File: src/rtl/cpu_pkg.sv
// Shared CPU definitions: register-file geometry, context-save targets,
// interrupt-save FSM states and the write-entry record.
package cpu_pkg;

    localparam int REG_ADDR_W = 5;
    localparam int DATA_W     = 32;

    localparam logic [REG_ADDR_W-1:0] PC_REG_DEF   = 5'd30;
    localparam logic [REG_ADDR_W-1:0] RAND_REG_DEF = 5'd31;

    typedef enum logic [1:0] {
        IDLE      = 2'd0,
        SAVE_PC   = 2'd1,
        SAVE_RAND = 2'd2,
        ACK       = 2'd3
    } irq_state_t;

    typedef struct packed {
        logic [REG_ADDR_W-1:0] addr;
        logic [DATA_W-1:0]     data;
    } wr_entry_t;

    // x0 is hard-wired to zero, so a write there is consumed but never issued.
    function automatic logic writes_reg(input logic [REG_ADDR_W-1:0] addr);
        return addr != '0;
    endfunction

endpackage

File: src/rtl/reg_write_arbiter_if.sv
// Bus bundle between the write sources, the arbiter and the register file port.
interface reg_write_arbiter_if #(
    parameter int unsigned FIFO_DEPTH = 4
);
    import cpu_pkg::*;

    localparam int unsigned CNT_W = $clog2(FIFO_DEPTH) + 1;

    logic                  PIPE_WE;
    logic [REG_ADDR_W-1:0] PIPE_ADDR;
    logic [DATA_W-1:0]     PIPE_DATA;

    logic                  IRQ;
    logic [DATA_W-1:0]     IRQ_PC;
    logic [DATA_W-1:0]     RAND_IN;
    logic                  IRQ_ACK;

    logic                  NOC_VALID;
    logic [REG_ADDR_W-1:0] NOC_ADDR;
    logic [DATA_W-1:0]     NOC_DATA;
    logic                  NOC_READY;

    logic                  WB_EN;
    logic [REG_ADDR_W-1:0] WB_ADDR;
    logic [DATA_W-1:0]     WB_DATA;
    logic [CNT_W-1:0]      FIFO_COUNT;

    modport master (
        output PIPE_WE, PIPE_ADDR, PIPE_DATA,
        output IRQ, IRQ_PC, RAND_IN,
        output NOC_VALID, NOC_ADDR, NOC_DATA,
        input  IRQ_ACK, NOC_READY, WB_EN, WB_ADDR, WB_DATA, FIFO_COUNT
    );

    modport slave (
        input  PIPE_WE, PIPE_ADDR, PIPE_DATA,
        input  IRQ, IRQ_PC, RAND_IN,
        input  NOC_VALID, NOC_ADDR, NOC_DATA,
        output IRQ_ACK, NOC_READY, WB_EN, WB_ADDR, WB_DATA, FIFO_COUNT
    );

endinterface

File: src/rtl/reg_write_arbiter_wr_fifo.sv
// Small synchronous FIFO of {addr,data} register writes; the head is readable
// combinationally so the arbiter can grant and pop it in the same cycle.
module wr_fifo
    import cpu_pkg::*;
#(
    parameter  int unsigned DEPTH = 4,
    localparam int unsigned PTR_W = $clog2(DEPTH),
    localparam int unsigned CNT_W = PTR_W + 1
) (
    input  logic             CLK,
    input  logic             RESET,
    input  logic             push,
    input  wr_entry_t        push_entry,
    input  logic             pop,
    output wr_entry_t        head,
    output logic             full,
    output logic             empty,
    output logic [CNT_W-1:0] count
);

    logic [PTR_W-1:0] wr_ptr_q, wr_ptr_d;
    logic [PTR_W-1:0] rd_ptr_q, rd_ptr_d;
    logic [CNT_W-1:0] count_q, count_d;
    logic             do_push;
    logic             do_pop;
    wr_entry_t        slot_rd [DEPTH];

    assign full    = (count_q == CNT_W'(DEPTH));
    assign empty   = (count_q == '0);
    assign do_push = push && !full;
    assign do_pop  = pop && !empty;
    assign head    = slot_rd[rd_ptr_q];
    assign count   = count_q;

    // Storage slots carry no reset: only occupied slots are ever read.
    for (genvar gi = 0; gi < DEPTH; gi++) begin : g_slot
        wr_entry_t slot_q, slot_d;

        always_comb begin
            slot_d = slot_q;
            if (do_push && (wr_ptr_q == PTR_W'(gi))) begin
                slot_d = push_entry;
            end
        end

        always_ff @(posedge CLK) begin
            slot_q <= slot_d;
        end

        assign slot_rd[gi] = slot_q;
    end

    // Power-of-two depth lets the pointers wrap by natural overflow.
    always_comb begin
        wr_ptr_d = wr_ptr_q + PTR_W'(do_push);
        rd_ptr_d = rd_ptr_q + PTR_W'(do_pop);
        count_d  = count_q + CNT_W'(do_push) - CNT_W'(do_pop);
    end

    always_ff @(posedge CLK) begin
        if (RESET) begin
            wr_ptr_q <= '0;
            rd_ptr_q <= '0;
            count_q  <= '0;
        end else begin
            wr_ptr_q <= wr_ptr_d;
            rd_ptr_q <= rd_ptr_d;
            count_q  <= count_d;
        end
    end

endmodule

File: src/rtl/reg_write_arbiter.sv
// Merges pipeline writeback, interrupt context save and queued NoC loads onto
// the single register-file write port with fixed priority and registered outputs.
module reg_write_arbiter
    import cpu_pkg::*;
#(
    parameter int unsigned           FIFO_DEPTH = 4,
    parameter logic [REG_ADDR_W-1:0] PC_REG     = PC_REG_DEF,
    parameter logic [REG_ADDR_W-1:0] RAND_REG   = RAND_REG_DEF
) (
    input  logic              CLK,
    input  logic              RESET,
    reg_write_arbiter_if.slave bus
);

    localparam int unsigned CNT_W = $clog2(FIFO_DEPTH) + 1;

    irq_state_t            state_q, state_d;
    logic [DATA_W-1:0]     pc_cap_q, pc_cap_d;
    logic [DATA_W-1:0]     rand_cap_q, rand_cap_d;
    logic                  irq_ack_q, irq_ack_d;
    logic                  wb_en_q, wb_en_d;
    logic [REG_ADDR_W-1:0] wb_addr_q, wb_addr_d;
    logic [DATA_W-1:0]     wb_data_q, wb_data_d;

    logic                  grant;
    wr_entry_t             grant_entry;
    wr_entry_t             noc_entry;
    wr_entry_t             fifo_head;
    logic                  fifo_pop;
    logic                  fifo_full;
    logic                  fifo_empty;
    logic [CNT_W-1:0]      fifo_count;

    assign noc_entry.addr = bus.NOC_ADDR;
    assign noc_entry.data = bus.NOC_DATA;

    wr_fifo #(
        .DEPTH (FIFO_DEPTH)
    ) u_wr_fifo (
        .CLK        (CLK),
        .RESET      (RESET),
        .push       (bus.NOC_VALID),
        .push_entry (noc_entry),
        .pop        (fifo_pop),
        .head       (fifo_head),
        .full       (fifo_full),
        .empty      (fifo_empty),
        .count      (fifo_count)
    );

    always_comb begin
        state_d     = state_q;
        pc_cap_d    = pc_cap_q;
        rand_cap_d  = rand_cap_q;
        irq_ack_d   = 1'b0;
        grant       = 1'b0;
        grant_entry = '0;
        fifo_pop    = 1'b0;

        // Pipeline can never stall, so it pre-empts the save sequence and the FIFO.
        if (bus.PIPE_WE) begin
            grant            = 1'b1;
            grant_entry.addr = bus.PIPE_ADDR;
            grant_entry.data = bus.PIPE_DATA;
        end else if (state_q == SAVE_PC) begin
            grant            = 1'b1;
            grant_entry.addr = PC_REG;
            grant_entry.data = pc_cap_q;
            state_d          = SAVE_RAND;
        end else if (state_q == SAVE_RAND) begin
            grant            = 1'b1;
            grant_entry.addr = RAND_REG;
            grant_entry.data = rand_cap_q;
            state_d          = ACK;
            irq_ack_d        = 1'b1;
        end else if (!fifo_empty) begin
            grant       = 1'b1;
            grant_entry = fifo_head;
            fifo_pop    = 1'b1;
        end

        case (state_q)
            IDLE: begin
                if (bus.IRQ) begin
                    state_d    = SAVE_PC;
                    pc_cap_d   = bus.IRQ_PC;
                    rand_cap_d = bus.RAND_IN;
                end
            end
            ACK:     state_d = IDLE;
            default: ;
        endcase

        wb_en_d   = grant && writes_reg(grant_entry.addr);
        wb_addr_d = wb_en_d ? grant_entry.addr : '0;
        wb_data_d = wb_en_d ? grant_entry.data : '0;
    end

    always_ff @(posedge CLK) begin
        if (RESET) begin
            state_q    <= IDLE;
            pc_cap_q   <= '0;
            rand_cap_q <= '0;
            irq_ack_q  <= 1'b0;
            wb_en_q    <= 1'b0;
            wb_addr_q  <= '0;
            wb_data_q  <= '0;
        end else begin
            state_q    <= state_d;
            pc_cap_q   <= pc_cap_d;
            rand_cap_q <= rand_cap_d;
            irq_ack_q  <= irq_ack_d;
            wb_en_q    <= wb_en_d;
            wb_addr_q  <= wb_addr_d;
            wb_data_q  <= wb_data_d;
        end
    end

    assign bus.WB_EN      = wb_en_q;
    assign bus.WB_ADDR    = wb_addr_q;
    assign bus.WB_DATA    = wb_data_q;
    assign bus.IRQ_ACK    = irq_ack_q;
    assign bus.NOC_READY  = !fifo_full;
    assign bus.FIFO_COUNT = fifo_count;

endmodule
File: src/flat_wrapper.sv
// flat-port wrapper written by rule: the top's interface ports become plain ports
module reg_write_arbiter_flat import cpu_pkg::*;
#(
    parameter int unsigned           FIFO_DEPTH = 4,
    parameter logic [REG_ADDR_W-1:0] PC_REG     = PC_REG_DEF,
    parameter logic [REG_ADDR_W-1:0] RAND_REG   = RAND_REG_DEF
)
  (CLK, RESET, bus_PIPE_WE, bus_PIPE_ADDR, bus_PIPE_DATA, bus_IRQ, bus_IRQ_PC, bus_RAND_IN, bus_NOC_VALID, bus_NOC_ADDR, bus_NOC_DATA, bus_IRQ_ACK, bus_NOC_READY, bus_WB_EN, bus_WB_ADDR, bus_WB_DATA, bus_FIFO_COUNT);
  reg_write_arbiter_if #(.FIFO_DEPTH(FIFO_DEPTH)) bus_i ();
  input  logic CLK;
  input  logic RESET;
  input wire logic [$bits(bus_i.PIPE_WE)-1:0] bus_PIPE_WE;
  input wire logic [$bits(bus_i.PIPE_ADDR)-1:0] bus_PIPE_ADDR;
  input wire logic [$bits(bus_i.PIPE_DATA)-1:0] bus_PIPE_DATA;
  input wire logic [$bits(bus_i.IRQ)-1:0] bus_IRQ;
  input wire logic [$bits(bus_i.IRQ_PC)-1:0] bus_IRQ_PC;
  input wire logic [$bits(bus_i.RAND_IN)-1:0] bus_RAND_IN;
  input wire logic [$bits(bus_i.NOC_VALID)-1:0] bus_NOC_VALID;
  input wire logic [$bits(bus_i.NOC_ADDR)-1:0] bus_NOC_ADDR;
  input wire logic [$bits(bus_i.NOC_DATA)-1:0] bus_NOC_DATA;
  output wire logic [$bits(bus_i.IRQ_ACK)-1:0] bus_IRQ_ACK;
  output wire logic [$bits(bus_i.NOC_READY)-1:0] bus_NOC_READY;
  output wire logic [$bits(bus_i.WB_EN)-1:0] bus_WB_EN;
  output wire logic [$bits(bus_i.WB_ADDR)-1:0] bus_WB_ADDR;
  output wire logic [$bits(bus_i.WB_DATA)-1:0] bus_WB_DATA;
  output wire logic [$bits(bus_i.FIFO_COUNT)-1:0] bus_FIFO_COUNT;
  assign bus_i.PIPE_WE = bus_PIPE_WE;
  assign bus_i.PIPE_ADDR = bus_PIPE_ADDR;
  assign bus_i.PIPE_DATA = bus_PIPE_DATA;
  assign bus_i.IRQ = bus_IRQ;
  assign bus_i.IRQ_PC = bus_IRQ_PC;
  assign bus_i.RAND_IN = bus_RAND_IN;
  assign bus_i.NOC_VALID = bus_NOC_VALID;
  assign bus_i.NOC_ADDR = bus_NOC_ADDR;
  assign bus_i.NOC_DATA = bus_NOC_DATA;
  assign bus_IRQ_ACK = bus_i.IRQ_ACK;
  assign bus_NOC_READY = bus_i.NOC_READY;
  assign bus_WB_EN = bus_i.WB_EN;
  assign bus_WB_ADDR = bus_i.WB_ADDR;
  assign bus_WB_DATA = bus_i.WB_DATA;
  assign bus_FIFO_COUNT = bus_i.FIFO_COUNT;
  reg_write_arbiter #(.FIFO_DEPTH(FIFO_DEPTH), .PC_REG(PC_REG), .RAND_REG(RAND_REG)) u_core (.CLK(CLK), .RESET(RESET), .bus(bus_i));
endmodule
File: config.mk
export PLATFORM = sky130hd
export DESIGN_NAME = reg_write_arbiter_flat
export DESIGN_NICKNAME = d
export VERILOG_FILES = /design/src/rtl/cpu_pkg.sv /design/src/rtl/reg_write_arbiter_if.sv /design/src/rtl/reg_write_arbiter_wr_fifo.sv /design/src/rtl/reg_write_arbiter.sv /design/src/flat_wrapper.sv
export SDC_FILE = /design/constraint.sdc
export NUM_CORES = 1
export LEC_CHECK = 0
export ABC_CLOCK_PERIOD_IN_PS = 4650
export BUFFER_PORTS_ARGS = -buffer_cell sky130_fd_sc_hd__buf_4
export CAP_MARGIN = 20
export CORE_ASPECT_RATIO = 0.7
export CORE_UTILIZATION = 56
export CTS_BUF_LIST = sky130_fd_sc_hd__clkbuf_4 sky130_fd_sc_hd__clkbuf_8 sky130_fd_sc_hd__clkbuf_16
export CTS_CLUSTER_DIAMETER = 150
export CTS_CLUSTER_SIZE = 16
export DETAILED_ROUTE_END_ITERATION = 10
export MAX_ROUTING_LAYER = met4
export PLACE_DENSITY = 0.92
export SYNTH_ARGS = -nofsm -noshare
export SYNTH_HDL_FRONTEND = slang
export SYNTH_SLANG_ARGS = --single-unit
File: constraint.sdc
create_clock -name CLK -period 4.65 [get_ports CLK]
set_input_delay 0.465 -clock CLK [delete_from_list [all_inputs] [get_ports CLK]]
set_output_delay 0.465 -clock CLK [all_outputs]
set_load 0.02 [all_outputs]
Word-level counts from Yosys, hierarchy flattened. Cells that the tools add are included.

Register bits: 260. Bits of input ports: 143. Output and inout port bits: 43. Word-level logic and storage cells: 68.

Add/sub/neg operators: 4. Order comparisons: 1. Eq/ne operators: 7. Mux-type cells: 20. Bitwise gates (word level): 2. Reductions and logical operators: 16.

Operators by type and width (number): 37-bit 2-to-1 mux (6); 37-bit binary-select mux with 2-bit select (1); 2-bit == test, second input constant (4); 1-bit 2-to-1 mux (8); 2-bit 2-to-1 mux (4); 1-bit logical AND (7); 5-bit nonzero test (1); 2-bit by 1-bit adder with 2-bit output (2); 2-bit by 1-bit == test with 1-bit output, second input constant (2); 2-bit logical NOT (2); 2-bit case mux with 2 select lines (1); 3-bit by 1-bit adder with 3-bit output (1); 3-bit == test, second input constant (1); 3-bit greater-or-equal comparator, second input constant (1); 3-bit logical NOT (1); 2-bit NOT with 3-bit output (1); 3-bit OR reduction (1); 3-bit by 1-bit subtractor with 3-bit output (1); 1-bit logical NOT (2); 2-bit AND reduction (1); 2-bit OR reduction (1); 1-bit NOT (1).

Depth between registers and ports, before layout. Gate-level depths: netlist (run 1).

Depth after elaboration: 12. Mapped depth: 10.

By module. Synthesis (run 1) repeated with hierarchy kept, for this count alone.

Cell total of the unflattened synthesis: 749. Area, all modules: 10118.5 um2.

By module, submodules not included: wr_fifo (instances 1, cells each 228, area an instance 5693.0 um2, sequential area each 4584.4 um2); reg_write_arbiter (instances 1, cells each 521, area an instance 4425.5 um2, sequential area each 2102.0 um2).

Worst setup path before layout (run 1). OpenSTA, ideal clock, no wires.

Path kind: reg2reg. From: register u_core.u_wr_fifo.count_q[1], in the netlist u_core.u_wr_fifo.count[1]. To: register u_core.u_wr_fifo.g_slot[1].slot_q[0] (netlist name), enable pin. Setup time: 485 ps. Data arrival time: 3688 ps. Data required time: 4165 ps. Path slack: 477 ps. Cell stages (with the launch flop): 5. Buffers on the path: 0. Path through: dfxtp_1 -> nor2_1 -> nand2_1 -> nand2_1 -> nor3b_1.

Word-level cells in the longest chain between the ends: 4.

Ends and longest elaborated chain: from (decl) (RTL line reg_write_arbiter_wr_fifo.sv:23) `logic [CNT_W-1:0] count_q, count_d;`; from (signal assigned) (RTL line reg_write_arbiter_wr_fifo.sv:68) `count_q <= count_d;`; 3-bit == test (RTL line reg_write_arbiter_wr_fifo.sv:28) `assign full = (count_q == CNT_W'(DEPTH));`; 1-bit logical NOT; net bus_NOC_READY (RTL line flat_wrapper.sv:22) `output wire logic [$bits(bus_i.NOC_READY)-1:0] bus_NOC_READY;`; 1-bit logical AND (RTL line reg_write_arbiter_wr_fifo.sv:30) `assign do_push = push && !full;`; 1-bit logical AND (RTL line reg_write_arbiter_wr_fifo.sv:41) `if (do_push && (wr_ptr_q == PTR_W'(gi))) begin`; to (signal assigned) (RTL line reg_write_arbiter_wr_fifo.sv:47) `slot_q <= slot_d;`; to (decl) (RTL line reg_write_arbiter_wr_fifo.sv:37) `wr_entry_t slot_q, slot_d;`.

The timed path passes the listed nets, and every way through them passes these cells. A chain may end at the register's enable or synchronous reset.

Worst setup path in the final report (run 1).
From: register u_core.u_wr_fifo.rd_ptr_q[0]. To: register u_core.wb_data_q[12], in the netlist u_core.bus.WB_DATA[12].

Word-level cells in the longest chain between the ends: 12.

Ends and longest elaborated chain: from (decl) (RTL line reg_write_arbiter_wr_fifo.sv:22) `logic [PTR_W-1:0] rd_ptr_q, rd_ptr_d;`; from (signal assigned) (RTL line reg_write_arbiter_wr_fifo.sv:67) `rd_ptr_q <= rd_ptr_d;`; 2-bit NOT with 3-bit output (implied by the code) * (RTL line reg_write_arbiter_wr_fifo.sv:32) `assign head = slot_rd[rd_ptr_q];`; 37-bit binary-select mux with 2-bit select * (RTL line reg_write_arbiter_wr_fifo.sv:32); 37-bit 2-to-1 mux (implied by the code) * (2 in a row) (RTL line reg_write_arbiter_wr_fifo.sv:32); 37-bit 2-to-1 mux * (RTL line reg_write_arbiter.sv:76) `end else if (!fifo_empty) begin`; 37-bit 2-to-1 mux * (RTL line reg_write_arbiter.sv:70) `end else if (state_q == SAVE_RAND) begin`; 37-bit 2-to-1 mux * (RTL line reg_write_arbiter.sv:65) `end else if (state_q == SAVE_PC) begin`; 37-bit 2-to-1 mux * (RTL line reg_write_arbiter.sv:61) `if (bus.PIPE_WE) begin`; 5-bit nonzero test (RTL line cpu_pkg.sv:25) `return addr != '0;`; 1-bit logical AND (RTL line reg_write_arbiter.sv:94) `wb_en_d = grant && writes_reg(grant_entry.addr);`; 1-bit NOT (no line); 2-bit OR reduction (no line); to (signal assigned) (RTL line reg_write_arbiter.sv:115) `wb_data_q <= wb_data_d;`; to (decl) (RTL line reg_write_arbiter.sv:23) `logic [DATA_W-1:0] wb_data_q, wb_data_d;`.

Mark *: on every way between the ends. The rest lies on a longest branch, timed or not. The select of a mux whose other input is x is not followed.

==> impl_results.md, run 1 <==
* Setup TNS Final at 0 ns
* Top-count cell post-synth: sky130_fd_sc_hd__edfxtp_1
* Post-CTS Hold Fix Bufs at 0
* Number of synthesized flops with an enable pin at 148
* Routed len/inst at 23.1 µm
* Die span in x at 164 µm
* Worst-path fanout max at 33
* CP top delay family: simple AND/OR/NAND/NOR gates
* Number of failing hold endpoints at the final stage at 0
* Total of flip-flops plus latches after synthesis at 260
* Total gr overflow at 0
* Fraction of final layout cells with drive strength greater than 1 at 0.287
* Clock power frac at 0.261
* Floorplan die height at 116 µm
* Maximum number of pins on one net before global-route repair at 80
* Post-synthesis instance area at 10300 µm²
* Synth Area in Compound Gates at 0.160
* Synth Instances at 804
* Post-route ant nets at 0
* Run status: finished clean
* Portion of netlist area occupied by mux cells at 0.0816
* Hold_sp: bus_NOC_DATA[5]
* Setup slack on the worst flop-to-flop path at 1.74 ns
* Total Routing Usage GR at 0.302
* Number of nets in the finished design at 1103
* Power dissipated by switching net loads at 1.98 mW
* Number of buffers and inverters on the critical path at 0
* Worst rel slew slack at 0.248
* Clk_lat worst skew at 0.51 ns
* P_leak at 4.77 nW
* Number of port buffers at 185
* Area share of the largest cell type after synthesis at 0.430
* Most used flip-flop cell after synthesis: sky130_fd_sc_hd__edfxtp_1
* Root buffer cell: sky130_fd_sc_hd__clkbuf_16
* Number of cells on the worst reg-to-reg path at 4
* Clock edge transition at the registers on the reported setup and hold paths at 0.07 ns
* Syn. warnings at 0
* Post-synth top cells: 148 x sky130_fd_sc_hd__edfxtp_1, 138 x sky130_fd_sc_hd__nand2_1, 112 x sky130_fd_sc_hd__dfxtp_1, 65 x sky130_fd_sc_hd__a21oi_1, 57 x sky130_fd_sc_hd__clkbuf_1
* Kind of path behind the tightest hold check: in2reg
* Logic pwr share at 0.284
* End point of the most critical hold path: u_core.u_wr_fifo.g_slot[1].slot_q[5]
* Crit path capture type: register
* Seq pwr share at 0.455
* Setup Crit Path Kind: reg2reg
* Syn Area/Cell at 12.8 µm²
* Max Freq at 344 MHz
* Switching share of total power at 0.314
* Wirelength, routed at 27900 µm
* Total setup violations reported at the end of the flow at 0
* Register area share after synthesis at 0.647
* Design Power at 6.31 mW
* Arrival time of data at the critical path endpoint at 3.22 ns
* Measured slew at the worst slew-check pin at 1.13 ns
* Number of vias in the routed layout at 7594
* Simple-gate portion of the synthesized area at 0.0647
* Fraction of registers with async set/reset at 0
* Critical Path Source: u_core.u_wr_fifo.rd_ptr_q[0]
* Area share of fa/ha/maj cells after synthesis at 0.00799
* Cells traversed along the worst timing path: mux4_2 > a22o_1 > nand2_1 > a311oi_1
* Delay of the slowest cell on the worst path at 0.81 ns
* Setup repair after global routing missed its margin: no
* Std-Cell Rows at 41
* Post-CTS Setup Inserts at 0
* TritonCTS clock tree: yes
* Max-slew violation total from the final report at 0
* Max stage delay cell, worst path: sky130_fd_sc_hd__nand2_1
* Startpoint type of the worst setup path: register
* CORE AREA at 18100 µm²
* CTS buffer count at 20
* Main combinational cell family by area after synthesis: compound AO/OA/AOI/OAI gates
* CTS HTree Levels at 1
* Number of antenna violations at the first check in global routing at 5
* Maximum clock path buffer count at 3
* Critical path data required time at 4.96 ns
* Post-layout utilization of the core at 0.691
* Worst r2r dst: u_core.bus.WB_DATA[12]
* Peak supply drop at 0.323 mV
* Number of iterations in the first detailed-routing pass at 5
* Post-route clock period utilization at 0.625
* Setup skew after layout at 0.0142 ns
* Number of DRC violations after detailed-routing iteration 0 at 1134
* Area growth, synth to finish at 20.8%
* Cell taking the most area after synthesis: sky130_fd_sc_hd__edfxtp_1
* Starting Density at 0.572
* Number of distinct library cells after synthesis at 38
* Number of cells on the worst hold path at 1
* Remaining design rule violation count at 0
* Sink count of the clock tree at 260
* Vias in the first global route at 7263
* Top post-synthesis cells by area: sky130_fd_sc_hd__edfxtp_1 43%, sky130_fd_sc_hd__dfxtp_1 22%, sky130_fd_sc_hd__mux4_2 7.8%
* Final weighted congestion in routability-driven placement at 0.906
* Total Die Area at 19000 µm²
* Power Density at 506 nW/µm²
* Max-cap violations at 0
* Post-synthesis net count at 953
* Internal at 4.33 mW
* Critical R2R Launch: u_core.u_wr_fifo.rd_ptr_q[0]
* DP Wirelength at 18400 µm
* Global-route wire length before repair at 41400 µm
* Post-route minimum period at 2.91 ns
* IO Count at 186
* Xor and xnor area share after synthesis at 0.00509
* Number of gates resized after CTS at 0
* Via-per-instance ratio at 6.30
==> cell usage in the layout, fill, tap and decap left out, drive strengths merged, types with 2 or more instances in the layout <==
master and n:
o21ai 34, nor2 10, dfxtp 112, ha 5
a22o 2, a311oi 32, and3 2, buf 199
nand2 138, a31oi 33, mux4 36, a21o 34
nand3 4, nor2b 5, mux2 2, clkinv 2
a211oi 2, a21oi 65, diode 6, a2bb2oi 32
nor3 3, xor2 2, a221oi 4, nor3b 2
inv 12, xnor2 4, edfxtp 148, clkbuf 30
==> sequential cells by signal, indices dropped and copies added, names as in the netlist, 2 cells and up <==
name	count
u_core.u_wr_fifo.g_slot.slot_q	148
u_core.bus.WB_ADDR	5
u_core.u_wr_fifo.count	3
u_core.state_q	2
u_core.u_wr_fifo.wr_ptr_q	2
u_core.u_wr_fifo.rd_ptr_q	2
u_core.bus.WB_DATA	32
u_core.pc_cap_q	32
u_core.rand_cap_q	32
==> power groups by stage <==
| stage | clock [mW] | combinational, mW | sequential [mW] |
|---|---|---|---|
| floorplan | 0 | 1.13 | 2.94 |
| global placement | 0 | 1.68 | 2.90 |
| detailed placement | 0 | 1.73 | 2.92 |
| CTS | 1.66 | 1.75 | 2.88 |
| global route | 1.74 | 1.89 | 2.89 |
| finish | 1.65 | 1.79 | 2.87 |
==> cell type report <==
type                    count  area [µm²]
flip-flops and latches    260        6690
fillers                  1201        5580
multi-input cells         461        3310
repair buffers            199        1510
clock buffers              30         576
well taps                 236         295
inverters                  12        45.0
clock inverters             2        32.5
diodes                      6        15.0
==> cells by family (layout without fill, tap and decap cells) <==
family,after synthesis,after routing
muxes,39,39
AOI/OAI and AO/OA,243,243
DFF,260,260
adders and majority gates,6,6
and+or+nand+nor,167,167
other,0,6
buffers and inverters,83,243
xor gates and xnor gates,6,6
==> worst max path at each step <==
stage	end	slack, ns	cells past startpoint
global placement	u_core.bus.WB_DATA[10]	1.72	5
finish	u_core.bus.WB_DATA[12]	1.74	4
detailed placement	u_core.bus.WB_DATA[12]	1.67	5
floorplan	u_core.u_wr_fifo.g_slot[1].slot_q[0]	0.48	4
global route	u_core.bus.WB_DATA[25]	1.55	4
CTS	u_core.bus.WB_DATA[12]	1.64	4
==> per-layer routing <==
metal | share of wire | global-route usage | vias to the layer above
met1 | 0.40 | 0.401 | 3664
met3 | 0.13 | 0.0884 | 63
met5 | 0 | - | -
li1 | - | - | 3335
met2 | 0.46 | 0.461 | 532
met4 | 0.020 | 0.0654 | 0
==> metrics by stage <==
step	worst slack (ns)	area (µm²)	cells	hold slack (ns)
3_3_place_gp	1.72	11800	1167	0.439
3_5_place_dp	1.67	11800	1167	0.448
4_1_cts	1.64	12400	1199	0.141
2_1_floorplan	0.477	10300	804	0.433
5_1_grt	1.55	12500	1205	0.143
6_report	1.74	12500	1206	0.154
(Power assumes the default switching activity.)
==> run 2, diff against run 1 <==
--- a/config.mk
+++ b/config.mk
@@ -5,7 +5,7 @@
 export SDC_FILE = /design/constraint.sdc
 export NUM_CORES = 1
 export LEC_CHECK = 0
-export ABC_CLOCK_PERIOD_IN_PS = 4650
+export ABC_CLOCK_PERIOD_IN_PS = 2700
 export BUFFER_PORTS_ARGS = -buffer_cell sky130_fd_sc_hd__buf_4
 export CAP_MARGIN = 20
 export CORE_ASPECT_RATIO = 0.7
==> constraint.sdc (replaced) <==
create_clock -name CLK -period 2.7 [get_ports CLK]
set_input_delay 0.27 -clock CLK [delete_from_list [all_inputs] [get_ports CLK]]
set_output_delay 0.27 -clock CLK [all_outputs]
set_load 0.02 [all_outputs]
==> impl_results.md, run 2 (same netlist as run 1, synthesis figures left out) <==
* Number of port buffers at 185 (unchanged)
* Cells traversed along the worst timing path: inv_1 > ha_1 > nor3_1 > nand2_1 > xnor2_1 > ha_1 > fa_1 > xnor2_1 > nor2_1
* Internal at 7.55 mW (+74%)
* Maximum number of pins on one net before global-route repair at 53 (-34%)
* Post-route ant nets at 0 (unchanged)
* Fraction of final layout cells with drive strength greater than 1 at 0.284 (-0.00290)
* Commonest non-fill, non-tap cells in the layout: 203 x sky130_fd_sc_hd__buf_4, 148 x sky130_fd_sc_hd__edfxtp_1, 137 x sky130_fd_sc_hd__nand2_1
* Routed len/inst at 22.6 µm (-2.0%)
* Design Power at 11.0 mW (+75%)
* Number of failing hold endpoints at the final stage at 0 (unchanged)
* Fill cell total of the finished layout at 1114 (-7.2%)
* Total Die Area at 19000 µm² (unchanged)
* Max-slew violation total from the final report at 0 (unchanged)
* Via-per-instance ratio at 6.25 (-0.70%)
* Vias in the first global route at 7305 (+0.58%)
* Starting Density at 0.572 (unchanged)
* Root buffer cell: sky130_fd_sc_hd__clkbuf_16
* Std-Cell Rows at 41 (unchanged)
* Sink count of the clock tree at 260 (unchanged)
* Max Freq at 390 MHz (+14%)
* Worst-path fanout max at 5 (-85%)
* Area growth, synth to finish at 25.5%
* Wirelength, routed at 28400 µm (+1.8%)
* Critical path data required time at 3.09 ns (-1.87 ns)
* Power Density at 850 nW/µm² (+68%)
* Post-route clock period utilization at 0.949 (+0.323)
* Startpoint type of the worst setup path: register
* Switching share of total power at 0.315 (+0.00107)
* Setup repair after global routing missed its margin: no
* Measured slew at the worst slew-check pin at 0.850 ns (-0.278 ns)
* Total gr overflow at 0 (unchanged)
* End point of the most critical hold path: u_core.rand_cap_q[5]
* Max-cap violations at 0 (unchanged)
* Floorplan die height at 116 µm (unchanged)
* Total setup violations reported at the end of the flow at 0 (unchanged)
* DP Area at 12000 µm² (+1.2%)
* Setup slack on the worst flop-to-flop path at 0.14 ns (-1.60 ns)
* Worst rel slew slack at 0.433 (+0.184)
* Number of cells on the worst reg-to-reg path at 9 (+5)
* Setup skew after layout at 0.0171 ns (+0.00288 ns)
* Arrival time of data at the critical path endpoint at 2.95 ns (-0.27 ns)
* Power dissipated by switching net loads at 3.47 mW (+75%)
* Number of iterations in the first detailed-routing pass at 5 (unchanged)
* Die span in x at 164 µm (unchanged)
* Worst r2r dst: u_core.u_wr_fifo.count[2]
* Number of buffers and inverters on the critical path at 1 (+1)
* Post-route minimum period at 2.56 ns (-0.347 ns)
* Run status: finished clean
* Critical R2R Launch: u_core.state_q[1]
* Logic pwr share at 0.296 (+0.012)
* Number of nets in the finished design at 1148 (+4.1%)
* Commonest non-fill, non-tap cell in the layout: sky130_fd_sc_hd__buf_4
* CTS buffer count at 20 (unchanged)
* Kind of path behind the tightest hold check: in2reg
* Clock edge transition at the registers on the reported setup and hold paths at 0.07 ns (about the same)
* Delay of the slowest cell on the worst path at 0.45 ns (-0.36 ns)
* Number of vias in the routed layout at 7835 (+3.2%)
* Clk_lat worst skew at 0.51 ns (about the same)
* Final weighted congestion in routability-driven placement at 0.879 (-3.0%)
* Global-route wire length before repair at 42300 µm (+2.3%)
* Maximum clock path buffer count at 3 (unchanged)
* DP Wirelength at 18200 µm (-0.89%)
* IO Count at 186 (unchanged)
* Crit path capture type: register
* Hold_sp: bus_RAND_IN[5]
* Clock power frac at 0.257 (-0.004)
* TritonCTS clock tree: yes
* Flip-flop count of the largest register, all copies and words added at 148 (unchanged)
* Seq pwr share at 0.447 (-0.008)
* CORE AREA at 18100 µm² (unchanged)
* P_leak at 4.98 nW (+4.3%)
* Register bank with the most flops: u_core.u_wr_fifo.g_slot.slot_q
* Number of DRC violations after detailed-routing iteration 0 at 1139 (+0.44%)
* Number of antenna violations at the first check in global routing at 8 (+3)
* CP top delay family: adder cells
* Number of cells on the worst hold path at 3 (+2)
* Remaining design rule violation count at 0 (unchanged)
* Max stage delay cell, worst path: sky130_fd_sc_hd__nor3_1
* CTS HTree Levels at 1 (unchanged)
* Setup Crit Path Kind: reg2reg
* Final design instance area without fill at 13000 µm² (+3.9%)
* Number of gates resized after CTS at 0 (unchanged)
* Total Routing Usage GR at 0.309 (+0.00710)
* Peak supply drop at 0.535 mV (+66%)
[run 2: changes by cell type in the layout (fill, tap and decap cells not counted), sizes merged]
cell	previous run	this run
dlygate4sd3	0	37
diode	6	8
buf	199	207
[run 2: worst max path at each step]
stage / start / to / slack (ns) / cells after the start
after floorplan: u_core.u_wr_fifo.count[1] / u_core.u_wr_fifo.g_slot[1].slot_q[0] / -0.20 / 4
after global placement: u_core.u_wr_fifo.rd_ptr_q[0] / u_core.bus.WB_DATA[5] / 0.45 / 5
after detailed placement: u_core.state_q[1] / u_core.u_wr_fifo.count[2] / 0.34 / 9
after CTS: u_core.state_q[1] / u_core.u_wr_fifo.count[2] / 0.31 / 9
after global routing: u_core.state_q[1] / u_core.u_wr_fifo.count[2] / 0.11 / 9
final: u_core.state_q[1] / u_core.u_wr_fifo.count[2] / 0.14 / 9
[run 2: tightest hold or removal path, delay by kind of cell]
| kind | cells | cell delay, ns |
|---|---|---|
| AND/OR/NAND/NOR | 1 | 0.04 |
| buffers and inverters | 1 | 0.11 |
| AO/OA/AOI/OAI | 1 | 0.05 |
[run 2: area by class of cell]
| class | instances | area, µm² | area share |
|---|---|---|---|
| timing repair buffer | 244 | 1970 | 0.152 |
| antenna | 8 | 20.0 | 0.00154 |
| clock inverter | 2 | 32.5 | 0.00251 |
| sequential | 260 | 6690 | 0.516 |
| clock buffer | 30 | 576 | 0.0444 |
| tap | 236 | 295 | 0.0228 |
| inverter | 12 | 45.0 | 0.00347 |
| multi-input combinational | 461 | 3330 | 0.257 |
[run 2: power groups by stage]
stage | combinational, mW | clock [mW] | sequential, mW
finish | 3.26 | 2.83 | 4.92
floorplan | 1.94 | 0 | 5.05
global route | 3.42 | 2.99 | 4.95
CTS | 3.18 | 2.82 | 4.91
detailed placement | 3.10 | 0 | 4.98
global placement | 3.01 | 0 | 4.96
[run 2: repair_timing]
action | 4_1_cts | 5_1_grt
buffers inserted | 0 | 0
hold buffers | 37 | 0
endpoints found under the hold margin | 148 | 0
[run 2: layer usage]
layer / global-route usage / vias up / share of wire
met3: 0.0895 / 76 / 0.13
met5: - / - / 0
met4: 0.0895 / 0 / 0.029
met2: 0.443 / 583 / 0.44
li1: - / 3428 / -
met1: 0.428 / 3748 / 0.40
[run 2: through the flow]
stage | hold slack, ns | TNS (ns) | setup slack, ns | utilization | cells
final | 0.0103 | 0 | 0.138 | 0.718 | 1253
after global routing | 0.0103 | 0 | 0.110 | 0.718 | 1253
after floorplan | 0.369 | -18.55 | -0.199 | - | 804
after CTS | 0.00671 | 0 | 0.309 | 0.717 | 1245
after detailed placement | 0.445 | 0 | 0.338 | 0.663 | 1176
after global placement | 0.438 | 0 | 0.453 | 0.663 | 1176
